[src/rtl/pwm_seq_pkg.sv]
// Shared definitions for the PWM fade sequencer: default sizes, hold-counter
// width and the sequencer state encoding.
package pwm_seq_pkg;

  localparam int NUM_CH_DEF = 4;
  localparam int DUTY_W_DEF = 10;
  localparam int HOLD_W     = 16;

  typedef logic [2:0] seq_state_t;

  localparam seq_state_t ST_IDLE      = 3'd0;
  localparam seq_state_t ST_RAMP_UP   = 3'd1;
  localparam seq_state_t ST_HOLD_HI   = 3'd2;
  localparam seq_state_t ST_RAMP_DOWN = 3'd3;
  localparam seq_state_t ST_HOLD_LO   = 3'd4;

endpackage

[src/rtl/pwm_period_timer.sv]
// Free-running PWM period counter: counts 0..period and wraps, flagging tick
// in the cycle the count equals period.
module pwm_period_timer (
  input  logic        clk,
  input  logic        rst_n,
  input  logic        clear,
  input  logic [31:0] period,
  output logic        tick
);

  logic [31:0] cnt_q;
  logic [31:0] cnt_d;

  assign tick = (cnt_q == period);

  always_comb begin
    cnt_d = cnt_q + 32'd1;
    if (clear || tick) begin
      cnt_d = '0;
    end
  end

  always_ff @(posedge clk or negedge rst_n) begin
    if (!rst_n) begin
      cnt_q <= '0;
    end else begin
      cnt_q <= cnt_d;
    end
  end

endmodule

[src/rtl/pwm_fade_sequencer.sv]
// Fades masked LED channels one at a time: ramp up, dwell at the ceiling,
// ramp down, dwell at zero, then move on to the next masked channel.
module pwm_fade_sequencer
  import pwm_seq_pkg::*;
#(
  parameter  int NUM_CH = NUM_CH_DEF,
  parameter  int DUTY_W = DUTY_W_DEF,
  localparam int CH_W   = (NUM_CH > 1) ? $clog2(NUM_CH) : 1
) (
  input  logic                     clk,
  input  logic                     rst_n,
  input  logic                     start,
  input  logic                     stop,
  input  logic [31:0]              period,
  input  logic [DUTY_W-1:0]        step,
  input  logic [DUTY_W-1:0]        max_duty,
  input  logic [HOLD_W-1:0]        hold_periods,
  input  logic [NUM_CH-1:0]        ch_mask,
  output logic [NUM_CH*DUTY_W-1:0] duty_cycle,
  output logic [NUM_CH-1:0]        en,
  output logic                     period_tick,
  output logic [CH_W-1:0]          active_ch,
  output logic                     busy,
  output logic                     cycle_done,
  output logic [2:0]               state_dbg
);

  seq_state_t          state_q, state_d;
  logic [DUTY_W-1:0]   duty_q, duty_d;
  logic [CH_W-1:0]     ch_q, ch_d;
  logic [HOLD_W-1:0]   hold_cnt_q, hold_cnt_d;
  logic                cycle_done_q, cycle_done_d;
  logic [31:0]         period_l_q, period_l_d;
  logic [DUTY_W-1:0]   step_l_q, step_l_d;
  logic [DUTY_W-1:0]   max_l_q, max_l_d;
  logic [HOLD_W-1:0]   hold_l_q, hold_l_d;
  logic [NUM_CH-1:0]   mask_l_q, mask_l_d;

  logic                tick_raw;
  logic                tick;
  logic [DUTY_W-1:0]   eff_step;
  logic [DUTY_W:0]     up_sum;
  logic [CH_W-1:0]     start_ch;
  logic [CH_W-1:0]     wrap_ch;
  logic [CH_W-1:0]     next_ch;
  logic                wrap;

  // The counter is held at zero while idle so the first period after start is full length.
  pwm_period_timer u_timer (
    .clk    (clk),
    .rst_n  (rst_n),
    .clear  (stop || (state_q == ST_IDLE)),
    .period (period_l_q),
    .tick   (tick_raw)
  );

  assign busy        = (state_q != ST_IDLE);
  assign tick        = tick_raw && busy;
  assign period_tick = tick;
  assign active_ch   = ch_q;
  assign cycle_done  = cycle_done_q;
  assign state_dbg   = state_q;

  assign eff_step = (step_l_q == '0) ? DUTY_W'(1) : step_l_q;
  assign up_sum   = {1'b0, duty_q} + {1'b0, eff_step};

  // Lowest set bit of the live mask (for start) and of the latched mask (for wrap),
  // plus the next latched bit above the current channel.
  always_comb begin
    start_ch = '0;
    wrap_ch  = '0;
    next_ch  = '0;
    wrap     = 1'b1;
    for (int i = NUM_CH - 1; i >= 0; i--) begin
      if (ch_mask[i]) start_ch = CH_W'(i);
      if (mask_l_q[i]) wrap_ch = CH_W'(i);
    end
    next_ch = wrap_ch;
    for (int i = NUM_CH - 1; i >= 0; i--) begin
      if (mask_l_q[i] && (CH_W'(i) > ch_q)) begin
        next_ch = CH_W'(i);
        wrap    = 1'b0;
      end
    end
  end

  always_comb begin
    state_d      = state_q;
    duty_d       = duty_q;
    ch_d         = ch_q;
    hold_cnt_d   = hold_cnt_q;
    cycle_done_d = 1'b0;
    period_l_d   = period_l_q;
    step_l_d     = step_l_q;
    max_l_d      = max_l_q;
    hold_l_d     = hold_l_q;
    mask_l_d     = mask_l_q;
    if (stop) begin
      state_d    = ST_IDLE;
      duty_d     = '0;
      ch_d       = '0;
      hold_cnt_d = '0;
    end else begin
      case (state_q)
        ST_IDLE: begin
          if (start && (ch_mask != '0)) begin
            period_l_d = period;
            step_l_d   = step;
            max_l_d    = max_duty;
            hold_l_d   = hold_periods;
            mask_l_d   = ch_mask;
            ch_d       = start_ch;
            duty_d     = '0;
            hold_cnt_d = '0;
            state_d    = ST_RAMP_UP;
          end
        end
        ST_RAMP_UP: begin
          if (tick) begin
            if (up_sum >= {1'b0, max_l_q}) begin
              duty_d  = max_l_q;
              state_d = ST_HOLD_HI;
            end else begin
              duty_d = up_sum[DUTY_W-1:0];
            end
          end
        end
        ST_HOLD_HI: begin
          if (tick) begin
            if (hold_cnt_q == hold_l_q) begin
              hold_cnt_d = '0;
              state_d    = ST_RAMP_DOWN;
            end else begin
              hold_cnt_d = hold_cnt_q + 16'd1;
            end
          end
        end
        ST_RAMP_DOWN: begin
          if (tick) begin
            if (duty_q <= eff_step) begin
              duty_d  = '0;
              state_d = ST_HOLD_LO;
            end else begin
              duty_d = duty_q - eff_step;
            end
          end
        end
        ST_HOLD_LO: begin
          if (tick) begin
            if (hold_cnt_q == hold_l_q) begin
              hold_cnt_d   = '0;
              ch_d         = next_ch;
              cycle_done_d = wrap;
              state_d      = ST_RAMP_UP;
            end else begin
              hold_cnt_d = hold_cnt_q + 16'd1;
            end
          end
        end
        default: begin
          state_d = ST_IDLE;
          duty_d  = '0;
        end
      endcase
    end
  end

  always_comb begin
    en         = '0;
    duty_cycle = '0;
    if (busy) begin
      en[ch_q] = 1'b1;
      duty_cycle[int'(ch_q)*DUTY_W +: DUTY_W] = duty_q;
    end
  end

  always_ff @(posedge clk or negedge rst_n) begin
    if (!rst_n) begin
      state_q      <= ST_IDLE;
      duty_q       <= '0;
      ch_q         <= '0;
      hold_cnt_q   <= '0;
      cycle_done_q <= 1'b0;
      period_l_q   <= '0;
      step_l_q     <= '0;
      max_l_q      <= '0;
      hold_l_q     <= '0;
      mask_l_q     <= '0;
    end else begin
      state_q      <= state_d;
      duty_q       <= duty_d;
      ch_q         <= ch_d;
      hold_cnt_q   <= hold_cnt_d;
      cycle_done_q <= cycle_done_d;
      period_l_q   <= period_l_d;
      step_l_q     <= step_l_d;
      max_l_q      <= max_l_d;
      hold_l_q     <= hold_l_d;
      mask_l_q     <= mask_l_d;
    end
  end

endmodule

[config.mk]
export PLATFORM = sky130hd
export DESIGN_NAME = pwm_fade_sequencer
export DESIGN_NICKNAME = d
export VERILOG_FILES = /design/src/rtl/pwm_seq_pkg.sv /design/src/rtl/pwm_period_timer.sv /design/src/rtl/pwm_fade_sequencer.sv
export SDC_FILE = /design/constraint.sdc
export NUM_CORES = 1
export LEC_CHECK = 0
export BUFFER_PORTS_ARGS = -buffer_cell sky130_fd_sc_hd__buf_2
export CORE_UTILIZATION = 55
export DETAILED_ROUTE_END_ITERATION = 8
export PLACE_DENSITY_LB_ADDON = 0.3
export RECOVER_POWER = 100
export SKIP_LAST_GASP = 1
export SLEW_MARGIN = 20
export SYNTH_ARGS = -nofsm -noshare
export SYNTH_HDL_FRONTEND = slang
export SYNTH_SLANG_ARGS = --single-unit
[constraint.sdc]
create_clock -name clk -period 5.65 [get_ports clk]
set_input_delay 0.2825 -clock clk [delete_from_list [all_inputs] [get_ports clk]]
set_output_delay 0.2825 -clock clk [all_outputs]
set_load 0.005 [all_outputs]
; Yosys cells after proc, flatten, opt, wreduce, memory -nomap -nowiden
; Cells that the tools add are included.
[word_totals]
reg_bits = 136
inputBits = 76
out_inout_bits = 52
word_cells = 121
[classes]
addsub = 5
mul = 1
n_lt_le_gt_ge = 8
eq_ne = 17
n_shift = 2
muxes = 54
bitwise_logic = 2
reduce_logical = 21
[op_table]
columns = operator, count
row1 = 10-bit two-way mux, 7
row2 = 16-bit two-way mux, 4
row3 = 40-bit AND, 1
row4 = 40-bit two-way mux, 1
row5 = 10-bit case mux with 4 select lines, 1
row6 = 10-bit by 33-bit variable shift with 40-bit output (first input constant), 1
row7 = 10-bit by 33-bit variable part select with 40-bit output, 1
row8 = 6-bit negation with 33-bit output, 1
row9 = 32-bit by 1-bit adder with 32-bit output (second input constant), 1
row10 = 32-bit equality test, 1
row11 = 2-bit two-way mux, 16
row12 = 32-bit two-way mux, 1
row13 = 16-bit case mux with 2 select lines, 1
row14 = 3-bit two-way mux, 10
row15 = 3-bit != test (second input constant), 8
row16 = 16-bit by 1-bit adder with 16-bit output (second input constant), 1
row17 = 16-bit equality test, 1
row18 = 3-bit case mux with 5 select lines, 1
row19 = 10-bit by 10-bit adder with 11-bit output, 1
row20 = 11-bit by 10-bit >= comparator with 1-bit output, 1
row21 = 10-bit less-or-equal comparator, 1
row22 = 10-bit logical NOT, 1
row23 = 10-bit subtractor, 1
row24 = 1-bit two-way mux, 9
row25 = 24 further kinds, 38

; Depth between registers and ports, before layout
[depth]
ltp_word = 12
depth_mapped = 17
ltp_nobuf = 16

; Hierarchy
; From an unflattened synthesis, not the netlist that was laid out.
[unflattened]
hier_cells = 961
area_unflattened_um2 = 9080.0
[by_module_without_submodules]
columns = module, instances, cells_each, area_each_um2, seq_area_each_um2
row1 = pwm_fade_sequencer, 1, 735, 6902.9, 2602.5
row2 = pwm_period_timer, 1, 226, 2177.1, 800.8

; Worst setup path before layout
; Ideal clock, no wire load.
[synth_timing]
path_type = register to register
start = reg step_l_q[5]
end = reg state_q[0], in the netlist state_dbg[0]
setup_time_ns = 0.125
t_arrival_ns = 3.868
t_required_ns = 5.525
slack_ns = 1.658
stages_incl_launch_ff = 16
path_buffers = 0
synth_period_minus_slack_ns = 3.992
cell_sequence = dfrtp_1 -> nor4_1 -> a41o_1 -> ha_1 -> inv_1 -> fa_1 -> nor3_1 -> o31ai_1 -> a32oi_1 -> xnor2_1 -> ha_1 -> o2111ai_1 -> a21oi_1 -> nor4_1 -> nor4_2 -> mux2_2
[synth_between]
elab_chain_len = 6
elab_cells_between_ends = 8
classes_between = add/sub: 1 / order compare: 2 / eq/ne: 2 / mux: 1 / reduce/logical: 2
[synth_lines]
columns = item, line_no
row1 = from (decl), pwm_fade_sequencer.sv:34  ; logic [DUTY_W-1:0] step_l_q, step_l_d;
row2 = from (signal assigned), pwm_fade_sequencer.sv:196  ; step_l_q <= step_l_d;
row3 = 10-bit logical NOT, pwm_fade_sequencer.sv:64  ; assign eff_step = (step_l_q == '0) ? DUTY_W'(1) : step_l_q;
row4 = 10-bit two-way mux *, pwm_fade_sequencer.sv:64
row5 = 10-bit by 10-bit adder with 11-bit output, pwm_fade_sequencer.sv:65  ; assign up_sum = {1'b0, duty_q} + {1'b0, eff_step};
row6 = 11-bit by 10-bit >= comparator with 1-bit output, pwm_fade_sequencer.sv:120  ; if (up_sum >= {1'b0, max_l_q}) begin
row7 = 3-bit != test (no source line), n/a
row8 = 9-bit AND reduction (no source line) *, n/a
row9 = to (signal assigned), pwm_fade_sequencer.sv:190  ; state_q <= state_d;
row10 = to (decl), pwm_fade_sequencer.sv:28  ; seq_state_t state_q, state_d;
; Every way passes the cells marked *; elsewhere a longest branch is shown, timed or not.
; A chain may end at the register's enable or synchronous reset.

; Worst setup path in the final report
; Same ends and word-level chain as after synthesis.

==> impl_metrics.ini <==
[run_status]
status = finished, violations left
violations = max-capacitance violations, max-slew violations

[flow_run]
drv_cap = 3

[setup_path]
cp-end-kind = flip-flop
crit_type = reg2reg
cp_max_fo = 10
r2r-start = step_l_q[5]$_DFFE_PN0P_
critPathRequiredTime_ns = 5.96
cp_data_arrival_time_ns = 5.19
crit_path_start = step_l_q[5]$_DFFE_PN0P_
worstSetupStartpointType = flip-flop

[final_layout]
syn2layout_area_growth_pct = 13.9
drive_gt1_share_pct = 18.3
final_cell_area_um2 = 9990
final_nets = 1177

[synthesis]
synthTopCellsByArea = dfrtp_1 (39%), mux2_2 (8.1%), ha_1 (5.7%), nor2_1 (5.0%), xor2_1 (4.7%)
synthCells = 961
synthFlopType = dfrtp_1
syn_area_um2 = 8770
syn_area_per_cell_um2 = 9.12
yosysSeqAreaShare_pct = 38.8
synth_top_cell_by_area = dfrtp_1
synth_nets = 1079
async_reset_ff_share_pct = 100
synth-edff-count = 0
synth_top_area_share_pct = 38.8
ys_warn_count = 0
ys_types = 67
synth-seq-cells = 136

[clock_tree]
cts.reportedPaths.clkPinSlew_ns = 0.06
tritoncts = built
cts-root-buf = clkbuf_16
post-cts-setup-buffers = 0
numCtsBuffers = 17
clock_path_buffers = 2
htreeDepth = 4
insertion_delay_ns = 0.43
cts.sinks = 136

[place]
gp_congestion = 0.916
hpwl_mm = 16.1
postPlaceCellArea_um2 = 9500
io_buffer_count = 127

[floorplanning]
io_pins = 128
fp-row-count = 45
fp.dieH_um = 128
die_w_um = 128
initial_core_util_pct = 57.0
dieArea_um2 = 16500
core_um2 = 15400

[routing]
wirelength_mm = 21.9
avgViaCountPerCell = 5.78
dr.first_iter.drc_count = 542
dr.pass1.iters = 5
drc = 0
route.vias.total = 7427
postRouteAntennaNets = 0
routedWlPerCell_um = 17.1

[timing]
slew_viol_final = 145
max_slew_margin_pct = -167
hold_viol = 0
finalCritPeriodShare_pct = 86.4
setup-violations-final = 0
worst_slew_pin_slew_ns = 4.01
period_needed_ns = 4.88
setup-tns-final_ns = 0
finalClockSkew_ns = 0.0164
rsz0062_at_grt = no
clock.fmax_ghz = 0.205

[power_and_ir_drop]
vdd_drop_max_mv = 0.335
p_int_mw = 2.92
power_mw = 5.10
clkPwrFrac_pct = 20.5
powerDensity_nw_per_um2 = 511
sw_frac_of_total_pct = 42.8
comb_power_share_pct = 48.5
p_leak_nw = 4.28
power_frac_seq_pct = 31.0
p_sw_mw = 2.18

[hold_path]
worstHoldStart = max_duty[1]
hold_class = in2reg

[global_routing]
grt_remaining_overflow = 0
grt_pass1_vias = 6894
grt_max_degree = 95
antenna_found_initial = 1
grt_pass1_wl_mm = 35.4
track_usage_pct = 27.8
==> power groups by stage <==
stage / Combinational, mW / Sequential (mW) / Clock (mW)
finish: 2.48 / 1.58 / 1.05
global route: 2.72 / 1.63 / 1.10
CTS: 2.48 / 1.58 / 1.05
detailed placement: 2.45 / 1.59 / 0
global placement: 2.42 / 1.58 / 0
floorplan: 1.92 / 1.47 / 0
==> what timing repair did <==
item | 4_1_cts | 5_1_grt
hold buffers | 1 | 0
endpoints found under the hold margin | 88 | 0
gates resized for setup | 0 | 0
==> state kept, by name (all words and copies together), names as in the netlist <==
| signal | cells |
|---|---|
| step_l_q | 10 |
| active_ch | 2 |
| duty_q | 10 |
| hold_l_q | 16 |
| u_timer.cnt_q | 32 |
| cycle_done | 1 |
| hold_cnt_q | 16 |
| mask_l_q | 4 |
| max_l_q | 10 |
| state_dbg | 3 |
| period_l_q | 32 |
==> cell usage after synthesis, drive strengths merged (2+ instances only) <==
library cell,n
a311oi,2
dfrtp,136
mux2i,6
buf,17
nor4b,2
nand2,62
or3,12
inv,46
mux2,66
xnor2,41
fa,2
a32oi,3
o31ai,17
and4,2
nor4,19
o2bb2ai,5
nand4,17
and3,13
o211ai,5
a2111oi,2
nor3,18
xor2,47
nand3,30
nor3b,3
o32a,5
nor2b,14
a21oi,35
or2,7
and2,5
clkbuf,37
a21o,3
nor2,117
ha,40
a211oi,6
a31oi,14
o21ai,56
nand2b,13
o21bai,5
o41ai,6
a22o,2
or4,4
a22oi,6
o22ai,2
==> layout by cell type (no fill, tap or decap), types with 17 or more instances in the layout <==
master,n
a21oi_1,34
buf_2,79
clkbuf_1,36
clkbuf_16,17
dfrtp_1,136
ha_1,40
inv_1,46
mux2_2,62
nand2_1,62
nand3_1,30
nand4_1,17
nor2_1,117
nor3_1,18
nor4_1,18
o21ai_0,56
o31ai_1,17
xnor2_1,41
xor2_1,47
==> cells by family (layout without fill, tap and decap cells) <==
kind of cell,count (synthesis),after routing,synth area share [%]
AO/OA/AOI/OAI,183,183,13.6
XOR/XNOR,88,88,8.79
adder cells (fa/ha/maj),42,42,6.16
buffers and inverters,101,212,4.69
flip-flops,136,136,38.8
multiplexers,72,72,9.16
other,0,1,0
AND/OR/NAND/NOR,339,339,18.8
==> critical path, cell delays in order (launching register included) <==
cell and delay (ns):
dfrtp_1 0.39, nor4_1 0.44, a41o_1 0.32, ha_1 0.18, inv_1 0.05, fa_1 0.39
nor3_1 0.27, o31ai_1 0.12, a32oi_1 0.31, xnor2_1 0.16, ha_1 0.32, a21oi_1 0.08
o21ai_0 0.78, nor4_1 0.21, nor4_2 0.35, mux2_2 0.37
==> metrics by stage <==
stage                     cells  setup WS, ns  utilization [%]  hold WS (ns)
after floorplan             961          1.66                -       -0.0131
after global routing       1283         0.433             65.0        0.0718
final                      1284         0.771             65.0        0.0591
after CTS                  1283          1.13             65.4        0.0537
after detailed placement   1250          1.14             61.8         0.427
after global placement     1250          1.26             61.8         0.423
==> layout make-up <==
class                           instances  area [µm²]
Antenna cell                            1        2.50
Clock buffer                           18         429
Clock inverter                         14         124
Fill cell                            1310        5380
Inverter                               47         176
Multi-Input combinational cell        724        4940
Sequential cell                       136        3400
Tap cell                              211         264
Timing Repair Buffer                  133         651
==> final timing paths <==
check,slack [ns],end,cells past startpoint
setup / recovery,0.77,state_dbg[0]$_DFFE_PN0P_,15
max in group asynchronous,1.43,duty_q[5]$_DFFE_PN0P_,2
hold / removal,0.06,max_l_q[1]$_DFFE_PN0P_,3
hold reg to reg,0.51,period_l_q[28]$_DFFE_PN0P_,1
min in group asynchronous,1.96,period_l_q[6]$_DFFE_PN0P_,2
setup reg to reg,0.77,state_dbg[0]$_DFFE_PN0P_,15
==> routing by layer <==
metal	wire, µm	GRT usage [%]
met1	9640	36.6
met2	10600	46.6
met3	1250	4.67
met4	419	9.20
met5	0	0
Note: power is estimated with default switching activity, not from simulation.
